**config.mk**
```make
export PLATFORM = sky130hd
export DESIGN_NAME = branch_path_arbiter_flat
export DESIGN_NICKNAME = d
export VERILOG_FILES = /design/src/rtl/branch_path_arbiter_if.sv /design/src/rtl/branch_path_arbiter.sv /design/src/flat_wrapper.sv
export SDC_FILE = /design/constraint.sdc
export NUM_CORES = 1
export LEC_CHECK = 0
export ABC_AREA = 1
export CELL_PAD_IN_SITES_DETAIL_PLACEMENT = 1
export CELL_PAD_IN_SITES_GLOBAL_PLACEMENT = 1
export CORE_AREA = 2 2 195 197
export CTS_CLUSTER_SIZE = 30
export DETAILED_ROUTE_END_ITERATION = 7
export DIE_AREA = 0 0 197 199
export PLACE_DENSITY_LB_ADDON = 0.1
export REMOVE_ABC_BUFFERS = 1
export SYNTH_ARGS = -nofsm -noshare
export SYNTH_HDL_FRONTEND = slang
export SYNTH_SLANG_ARGS = --single-unit
```
**constraint.sdc**
```tcl
create_clock -name clk -period 2.1 [get_ports clk]
set_clock_uncertainty 0.15 [all_clocks]
set_input_delay 0.42 -clock clk [delete_from_list [all_inputs] [get_ports clk]]
set_output_delay 0.42 -clock clk [all_outputs]
set_load 0.005 [all_outputs]
```
**src/rtl/branch_path_arbiter_if.sv**
```systemverilog
// Bundle between the two fetch/decode lanes, the branch unit and EX.
//   in_valid/in_data/in_ready   : per-lane issue requests (lane n at [n*DATA_W +: DATA_W])
//   fork_valid/fork_pred/ready  : branch fork request and predicted direction
//   resolve_valid/resolve_taken : branch resolution
//   ex_valid/ex_data/ex_lane/ex_ready : registered issue to EX
//   kill                        : one-cycle flush pulse per lane
//   mode_dual                   : 1 while both lanes are issuing
// master = lanes/branch/EX side, slave = the arbiter.
interface branch_path_arbiter_if #(parameter int DATA_W = 160);
  logic [1:0]          in_valid;
  logic [2*DATA_W-1:0] in_data;
  logic [1:0]          in_ready;
  logic                fork_valid;
  logic                fork_pred;
  logic                fork_ready;
  logic                resolve_valid;
  logic                resolve_taken;
  logic                ex_valid;
  logic [DATA_W-1:0]   ex_data;
  logic                ex_lane;
  logic                ex_ready;
  logic [1:0]          kill;
  logic                mode_dual;

  modport master (
    output in_valid, in_data, fork_valid, fork_pred, resolve_valid, resolve_taken, ex_ready,
    input  in_ready, fork_ready, ex_valid, ex_data, ex_lane, kill, mode_dual
  );

  modport slave (
    input  in_valid, in_data, fork_valid, fork_pred, resolve_valid, resolve_taken, ex_ready,
    output in_ready, fork_ready, ex_valid, ex_data, ex_lane, kill, mode_dual
  );
endinterface

```
**src/rtl/branch_path_arbiter.sv**
```systemverilog
// Issue controller sharing one EX datapath between two lanes that run both
// sides of an unresolved branch. SINGLE mode issues only the live lane; DUAL
// mode arbitrates both. On resolution the losing lane is killed and any of its
// ops sitting in the output register are purged.
// Ports:
//   clk, rst : clock, synchronous active-high reset
//   bus      : branch_path_arbiter_if.slave (requests, fork, resolve, EX, kill)
// Optional feature (macro BRANCH_ARB_PRED_PRIO_EN): under contention the
// predicted lane wins, with one forced grant to the other lane after
// MAX_STREAK consecutive predicted-lane contended grants. Without it, plain
// round-robin.
module branch_path_arbiter #(
  parameter int DATA_W     = 160,
  parameter int MAX_STREAK = 4
) (
  input logic                 clk,
  input logic                 rst,
  branch_path_arbiter_if.slave bus
);
  typedef enum logic {SINGLE = 1'b0, DUAL = 1'b1} state_t;

  state_t state, state_nxt;
  logic live_lane, taken_lane;
  logic [1:0] elig, in_rdy, kill_q;
  logic fork_rdy, dual;
  logic load_en, take, contend, gnt_vld, gnt_lane, prio_lane;
  logic resolve_act, fork_acc, winner, loser;
  logic ex_valid_q, ex_lane_q;
  logic [DATA_W-1:0] ex_data_q;
  logic [1:0][DATA_W-1:0] lane_data;

  assign lane_data   = bus.in_data;
  assign load_en     = bus.ex_ready || !ex_valid_q;
  assign resolve_act = (state == DUAL) && bus.resolve_valid;
  assign fork_acc    = (state == SINGLE) && bus.fork_valid;
  assign winner      = bus.resolve_taken ? taken_lane : ~taken_lane;
  assign loser       = ~winner;

  // FSM: state register
  always_ff @(posedge clk) begin
    if (rst) state <= SINGLE;
    else     state <= state_nxt;
  end

  // FSM: next state. A fork arriving with a resolve in DUAL waits for SINGLE.
  always_comb begin
    state_nxt = state;
    case (state)
      SINGLE: if (bus.fork_valid)    state_nxt = DUAL;
      DUAL:   if (bus.resolve_valid) state_nxt = SINGLE;
      default: state_nxt = SINGLE;
    endcase
  end

  // FSM: outputs / eligibility
  always_comb begin
    elig     = 2'b00;
    fork_rdy = 1'b0;
    dual     = 1'b0;
    case (state)
      SINGLE: begin
        elig[live_lane] = bus.in_valid[live_lane];
        fork_rdy        = 1'b1;
      end
      DUAL: begin
        elig = bus.in_valid;
        dual = 1'b1;
        // the losing lane must not slip an op in during the resolve cycle
        if (bus.resolve_valid) elig[loser] = 1'b0;
      end
      default: ;
    endcase
  end

  assign contend  = &elig;
  assign gnt_vld  = |elig;
  assign gnt_lane = contend ? prio_lane : elig[1];
  assign take     = load_en && gnt_vld;

`ifdef BRANCH_ARB_PRED_PRIO_EN
  logic       pred;
  logic       pred_lane;
  logic [3:0] streak;

  assign pred_lane = pred ? taken_lane : ~taken_lane;
  assign prio_lane = (streak >= 4'(MAX_STREAK)) ? ~pred_lane : pred_lane;

  always_ff @(posedge clk) begin
    if (rst) begin
      pred   <= 1'b0;
      streak <= 4'd0;
    end else if (fork_acc) begin
      pred   <= bus.fork_pred;
      streak <= 4'd0;
    end else if (take && contend) begin
      // a grant to the other lane (the forced one) restarts the run
      streak <= (gnt_lane == pred_lane) ? streak + 4'd1 : 4'd0;
    end
  end
`else
  logic rr_ptr;

  assign prio_lane = rr_ptr;

  // only contended grants advance the pointer
  always_ff @(posedge clk) begin
    if (rst)                  rr_ptr <= 1'b0;
    else if (take && contend) rr_ptr <= ~gnt_lane;
  end
`endif

  genvar n;
  generate
    for (n = 0; n < 2; n++) begin : g_lane
      assign in_rdy[n] = take && (gnt_lane == 1'(n));
    end
  endgenerate

  always_ff @(posedge clk) begin
    if (rst) begin
      live_lane  <= 1'b0;
      taken_lane <= 1'b0;
      kill_q     <= 2'b00;
    end else begin
      if (resolve_act) live_lane  <= winner;
      if (fork_acc)    taken_lane <= ~live_lane;
      kill_q <= resolve_act ? (loser ? 2'b10 : 2'b01) : 2'b00;
    end
  end

  // Output register. A held loser op is dropped even when EX is stalled.
  always_ff @(posedge clk) begin
    if (rst) begin
      ex_valid_q <= 1'b0;
      ex_data_q  <= '0;
      ex_lane_q  <= 1'b0;
    end else if (take) begin
      ex_valid_q <= 1'b1;
      ex_data_q  <= lane_data[gnt_lane];
      ex_lane_q  <= gnt_lane;
    end else if (load_en || (resolve_act && ex_lane_q == loser)) begin
      ex_valid_q <= 1'b0;
    end
  end

  assign bus.in_ready   = in_rdy;
  assign bus.fork_ready = fork_rdy;
  assign bus.mode_dual  = dual;
  assign bus.ex_valid   = ex_valid_q;
  assign bus.ex_data    = ex_data_q;
  assign bus.ex_lane    = ex_lane_q;
  assign bus.kill       = kill_q;
endmodule

```
**src/flat_wrapper.sv**
```systemverilog
// flat-port wrapper written by rule: the top's interface ports become plain ports
module branch_path_arbiter_flat 
#(
  parameter int DATA_W     = 160,
  parameter int MAX_STREAK = 4
)
  (clk, rst, bus_in_valid, bus_in_data, bus_fork_valid, bus_fork_pred, bus_resolve_valid, bus_resolve_taken, bus_ex_ready, bus_in_ready, bus_fork_ready, bus_ex_valid, bus_ex_data, bus_ex_lane, bus_kill, bus_mode_dual);
  branch_path_arbiter_if #(.DATA_W(DATA_W)) bus_i ();
  input logic clk;
  input logic rst;
  input wire logic [$bits(bus_i.in_valid)-1:0] bus_in_valid;
  input wire logic [$bits(bus_i.in_data)-1:0] bus_in_data;
  input wire logic [$bits(bus_i.fork_valid)-1:0] bus_fork_valid;
  input wire logic [$bits(bus_i.fork_pred)-1:0] bus_fork_pred;
  input wire logic [$bits(bus_i.resolve_valid)-1:0] bus_resolve_valid;
  input wire logic [$bits(bus_i.resolve_taken)-1:0] bus_resolve_taken;
  input wire logic [$bits(bus_i.ex_ready)-1:0] bus_ex_ready;
  output wire logic [$bits(bus_i.in_ready)-1:0] bus_in_ready;
  output wire logic [$bits(bus_i.fork_ready)-1:0] bus_fork_ready;
  output wire logic [$bits(bus_i.ex_valid)-1:0] bus_ex_valid;
  output wire logic [$bits(bus_i.ex_data)-1:0] bus_ex_data;
  output wire logic [$bits(bus_i.ex_lane)-1:0] bus_ex_lane;
  output wire logic [$bits(bus_i.kill)-1:0] bus_kill;
  output wire logic [$bits(bus_i.mode_dual)-1:0] bus_mode_dual;
  assign bus_i.in_valid = bus_in_valid;
  assign bus_i.in_data = bus_in_data;
  assign bus_i.fork_valid = bus_fork_valid;
  assign bus_i.fork_pred = bus_fork_pred;
  assign bus_i.resolve_valid = bus_resolve_valid;
  assign bus_i.resolve_taken = bus_resolve_taken;
  assign bus_i.ex_ready = bus_ex_ready;
  assign bus_in_ready = bus_i.in_ready;
  assign bus_fork_ready = bus_i.fork_ready;
  assign bus_ex_valid = bus_i.ex_valid;
  assign bus_ex_data = bus_i.ex_data;
  assign bus_ex_lane = bus_i.ex_lane;
  assign bus_kill = bus_i.kill;
  assign bus_mode_dual = bus_i.mode_dual;
  branch_path_arbiter #(.DATA_W(DATA_W), .MAX_STREAK(MAX_STREAK)) u_core (.clk(clk), .rst(rst), .bus(bus_i));
endmodule
```
======== Word-level counts from Yosys, hierarchy flattened ========
Cells that the tools add are included.
W data, S select, Z words.
cells by class
  reduce and logical (&&, ||, !) cells .... 16
  bitwise gates (word level) .............. 9
  eq/ne operators ......................... 1
  order comparisons ....................... 5
  multiplexer cells ....................... 20
operators with widths
  operator              count
  $mux W160             2
  $mux W1               12
  $logic_and A1 B1 Y1   9
  $lt A1 B2 Y1 const B  3
  $not A1 Y1            6
  $and A2 B2 Y2         2
  $mux W2               2
  $pmux W2 S2           1
  $reduce_or A2 Y1      2
  $demux W1 S1          2
  $ge A1 B1 Y1 const B  2
  $logic_or A1 B1 Y1    2
  $not A2 Y2            1
  $pmux W1 S2           1
  $reduce_and A2 Y1     1
  $reduce_bool A2 Y1    1
  $eq A1 B1 Y1          1
  $logic_not A1 Y1      1
word-level totals
  input port bits ......................... 329
  output and inout port bits .............. 168
  register bits ........................... 168

======== Logic depth before layout (Yosys ltp) ========
  depth after elaboration ................. 15
  depth in mapped cells ................... 11
  depth with buffers taken out ............ 9

======== Worst setup path before layout ========
No wires, ideal clock.
  kind .................................... input to output
  start ................................... input bus_resolve_valid
  end ..................................... output bus_in_ready[1]
  path slack .............................. 0.172 ns
  cell stages on the path ................. 9
  required time ........................... 1.530 ns
  data arrival time ....................... 1.358 ns
  path buffers ............................ 3
  path through ............................ nand2_1 inv_2 nand3_4 nand3b_1 buf_2 buf_4 buf_2 nand2_1 inv_1
on the way
  word-level cells in the longest chain between the ends .. 5
  elaborated cells on any way between the ends .. 7
  those cells by class .................... mux (3); reduce/logical (4)
ends and longest elaborated chain
  element                                                line                                                  source
  from (decl)                                            flat_wrapper.sv:15                                    input wire logic [$bits(bus_i.resolve_valid)-1:0] bus_resolve_valid;
  $mux W2 *                                              branch_path_arbiter.sv:69                             if (bus.resolve_valid) elig[loser] = 1'b0;
  $pmux W2 S2 *                                          branch_path_arbiter.sv:60                             case (state)
  $reduce_and A2 Y1 or $reduce_or A2 Y1 (tied branches)  branch_path_arbiter.sv:75, branch_path_arbiter.sv:76
  $mux W1 or $logic_and A1 B1 Y1 (tied branches)         branch_path_arbiter.sv:77, branch_path_arbiter.sv:78
  $logic_and A1 B1 Y1 *                                  branch_path_arbiter.sv:115                            assign in_rdy[n] = take && (gnt_lane == 1'(n));
  to (decl)                                              flat_wrapper.sv:18                                    output wire logic [$bits(bus_i.in_ready)-1:0] bus_in_ready;
Every way passes the cells marked *; elsewhere a longest branch is shown, timed or not.

======== Worst setup path in the final report ========
  start ................................... register u_core.state
  end ..................................... output bus_in_ready[0]
on the way
  word-level cells in the longest chain between the ends .. 6
  elaborated cells on any way between the ends .. 8
  those cells by class .................... mux (2); bitwise (2); reduce/logical (4)
ends and longest elaborated chain
  element                 line                        source
  from (decl)             branch_path_arbiter.sv:22   state_t state, state_nxt;
  from (signal assigned)  branch_path_arbiter.sv:42   else state <= state_nxt;
  $not A1 Y1              branch_path_arbiter.sv:60
  $pmux W2 S2 *           branch_path_arbiter.sv:60
  $reduce_and A2 Y1       branch_path_arbiter.sv:75   assign contend = &elig;
  $mux W1                 branch_path_arbiter.sv:77   assign gnt_lane = contend ? prio_lane : elig[1];
  $not A1 Y1              branch_path_arbiter.sv:115
  $logic_and A1 B1 Y1 *   branch_path_arbiter.sv:115
Marks and branches as above.

==> impl_metrics.env <==
export IMPL_num_vias=10880
export IMPL_rsz0062_at_grt="yes"
export IMPL_whs_endpoint="u_core.taken_lane$_SDFFE_PP0P_"
export IMPL_cts_clk_slew_worst_paths_ns=0.07
export IMPL_r2r_cells=13
export IMPL_via_per_inst=4.789
export IMPL_cp_max_fo=3
export IMPL_die_area_sq_um=39200
export IMPL_worst_pin_slew_ns=0.4454
export IMPL_clock_latency_ns=0.44
export IMPL_setup_violations_final=0
export IMPL_cap_violations=0
export IMPL_finalWirelength_mm=45.93
export IMPL_fillers=4537
export IMPL_avgRoutedWirePerCell_um=20.22
export IMPL_fmax_mhz=486.4
export IMPL_gp_congestion=0.8059
export IMPL_die_h_um=199
export IMPL_cts_tree="done"
export IMPL_worstHoldStart="u_core.live_lane$_SDFFE_PP0P_"
export IMPL_synth_area_per_cell_sq_um=6.633
export IMPL_worst_slack_ns=0.04408
export IMPL_coreArea_sq_um=37130
export IMPL_pre_cts_ws_ns=-0.4475
export IMPL_dpl_hpwl_mm=32.63
export IMPL_port_buffers=495
export IMPL_synth_area_leader_cell="dfxtp_1"
export IMPL_fin_crit_ns=2.056
export IMPL_cts_num_sinks=168
export IMPL_nNetsFinal=2105
export IMPL_synthesis_area_sq_um=8597
export IMPL_ir_worst_vdd_uv=555.6
export IMPL_holdBufCountCts=0
export IMPL_holdWs_ns=0.3438
export IMPL_power_density_nw_per_um2=648.8
export IMPL_slew_headroom_pct=70.31
export IMPL_finalHoldViolations=0
export IMPL_cellLeakagePower_nw=7.263
export IMPL_synth_cell_types=24
export IMPL_first_pass_iters=4
export IMPL_grt_ovfl_total=0
export IMPL_setup_tns_ns=0
export IMPL_cp_data_arrival_time_ns=1.49
export IMPL_cp_required_ns=1.53
export IMPL_die_x_um=197
export IMPL_grt_pass1_wl_mm=68.15
export IMPL_drive_gt1_share_pct=8.105
export IMPL_ys_ff_latch=168
export IMPL_synth_warnings=0
export IMPL_run_status="complete, no violations"
export IMPL_worstReg2RegStart="u_core.state$_SDFF_PP0_"
export IMPL_slew_violations=0
export IMPL_rrSetupSlack_ns=0.12
export IMPL_path_class="reg -> out"
export IMPL_dp_cells=2222
export IMPL_num_rows=71
export IMPL_io_pins=497
export IMPL_ys_seq_area_share_pct=39.12
export IMPL_cts_made_buffers=17
export IMPL_worstHoldPathCells=1
export IMPL_antenna_found_initial=12
export IMPL_ant_nets=0
export IMPL_r2r_end="u_core.bus.ex_data[62]$_SDFFE_PP0P_"
export IMPL_post_route_period_util_pct=97.90
export IMPL_synthCells=1296
export IMPL_worst_hold_path_type="reg -> reg"
export IMPL_grt_max_degree=78
export IMPL_drt_initial_drc_count=335
export IMPL_crit_path_end_kind="primary output"
export IMPL_synthTopCellsByArea="dfxtp_1 39%, nand3_1 37%, nand2_1 7.4%"
export IMPL_start_kind="flip-flop"
export IMPL_stdcell_count=2271
export IMPL_yosys_area_top_type_share_pct=39.12
export IMPL_clock_path_buffers=2
export IMPL_final_util_pct=41.77
export IMPL_cts_root_buf="clkbuf_16"
export IMPL_start_util_pct=23.15
export IMPL_h_tree_depth=4
export IMPL_grt_pass1_vias=11060
export IMPL_area_growth_pct=80.41
export IMPL_drc=0
export IMPL_grt_total_usage_pct=22.97
-- area by class of cell --
class / instances / area, sq um / share of cell area (%)
diodes: 8 / 20.02 / 0.1291
clock buffers: 25 / 525.5 / 3.388
clock inverters: 7 / 87.58 / 0.5647
inverters: 172 / 660.6 / 4.259
multi-input cells: 835 / 4075 / 26.27
flip-flops and latches: 168 / 3373 / 21.75
well taps: 474 / 593.1 / 3.824
repair buffers: 582 / 6175 / 39.81
-- metal layers --
metal	track usage (%)	share of wire, %	vias up
met5	0	0.12	-
met4	7.797	2.0	8
met3	7.392	7.7	52
met2	39.37	49	350
met1	27.04	42	5209
li1	-	-	5257
-- power breakdown --
part	internal, mW	switching (mW)
clock network	1.97	1.41
logic	1.66	1.39
registers	3.47	0.163
total	7.10	2.96
-- worst max path at each step --
| stage | cells after the start | startpoint | to | slack [ns] |
|---|---|---|---|---|
| after floorplan | 5 | u_core.state$_SDFF_PP0_ | bus_in_ready[1] | -2.51 |
| after global routing | 7 | u_core.state$_SDFF_PP0_ | bus_in_ready[0] | -0.04 |
| after global placement | 6 | bus_resolve_taken | bus_in_ready[0] | -0.46 |
| final | 7 | u_core.state$_SDFF_PP0_ | bus_in_ready[0] | 0.04 |
| after detailed placement | 8 | bus_resolve_taken | bus_in_ready[1] | -0.45 |
| after CTS | 6 | u_core.state$_SDFF_PP0_ | bus_in_ready[0] | -0.01 |
-- sequential cells by signal, summed over array words and instances (netlist names) --
name,count
u_core.bus.ex_valid,1
u_core.bus.ex_lane,1
u_core.taken_lane,1
u_core.bus.kill,2
u_core.live_lane,1
u_core.bus.ex_data,160
u_core.prio_lane,1
u_core.state,1
-- stage by stage --
step / total power, mW / instance area [sq um]
2_1_floorplan: 4.720 / 8046
3_3_place_gp: 6.664 / 14690
3_5_place_dp: 6.691 / 14690
4_1_cts: 10.23 / 15500
5_1_grt: 10.60 / 15510
6_report: 10.06 / 15510
-- layout by cell type, fill, tap and decap left out, types with 4 or more instances in the layout --
cell	instances
inv_4	4
nor2_1	6
nand3_1	640
clkdlybuf4s50_1	488
buf_4	43
buf_12	37
inv_1	163
nand2_1	166
dfxtp_1	164
buf_16	4
diode_2	8
clkbuf_8	7
nand3_4	5
inv_2	4
clkbuf_16	17
clkinv_2	4
dlygate4sd2_1	4
-- critical path, cell delays in order, from the launching register on --
cell	delay, ns
dfxtp_4	0.36
nand2_2	0.09
inv_4	0.06
nand3_4	0.06
buf_4	0.13
nand3_4	0.07
a31oi_1	0.14
buf_2	0.14
-- cell usage after synthesis, drive strengths merged --
library cell,number
nand3,645
inv,172
nand2,169
dfxtp,168
buf,92
clkbuf,29
nor2,8
a21oi,4
a31oi,2
a211oi,1
a21boi,1
nand3b,1
nand4,1
o211ai,1
o21ai,1
o22ai,1
-- kinds of logic (layout without fill, tap and decap cells) --
logic type | Yosys count | count (layout) | synth area share, %
buf+inv | 293 | 786 | 13.91
simple gates | 824 | 824 | 46.02
compound gates | 11 | 11 | 0.9460
flops | 168 | 168 | 39.12
other cells | 0 | 8 | 0
-- repair_timing --
| action | in CTS | in global routing |
|---|---|---|
| endpoints found under the setup margin | 3 | 80 |
| resized for setup | 35 | 3 |
| buffers inserted | 12 | 0 |
| gates cloned | 3 | 0 |
| pin swaps | 8 | 1 |
Power figures use the tool's default switching activity.
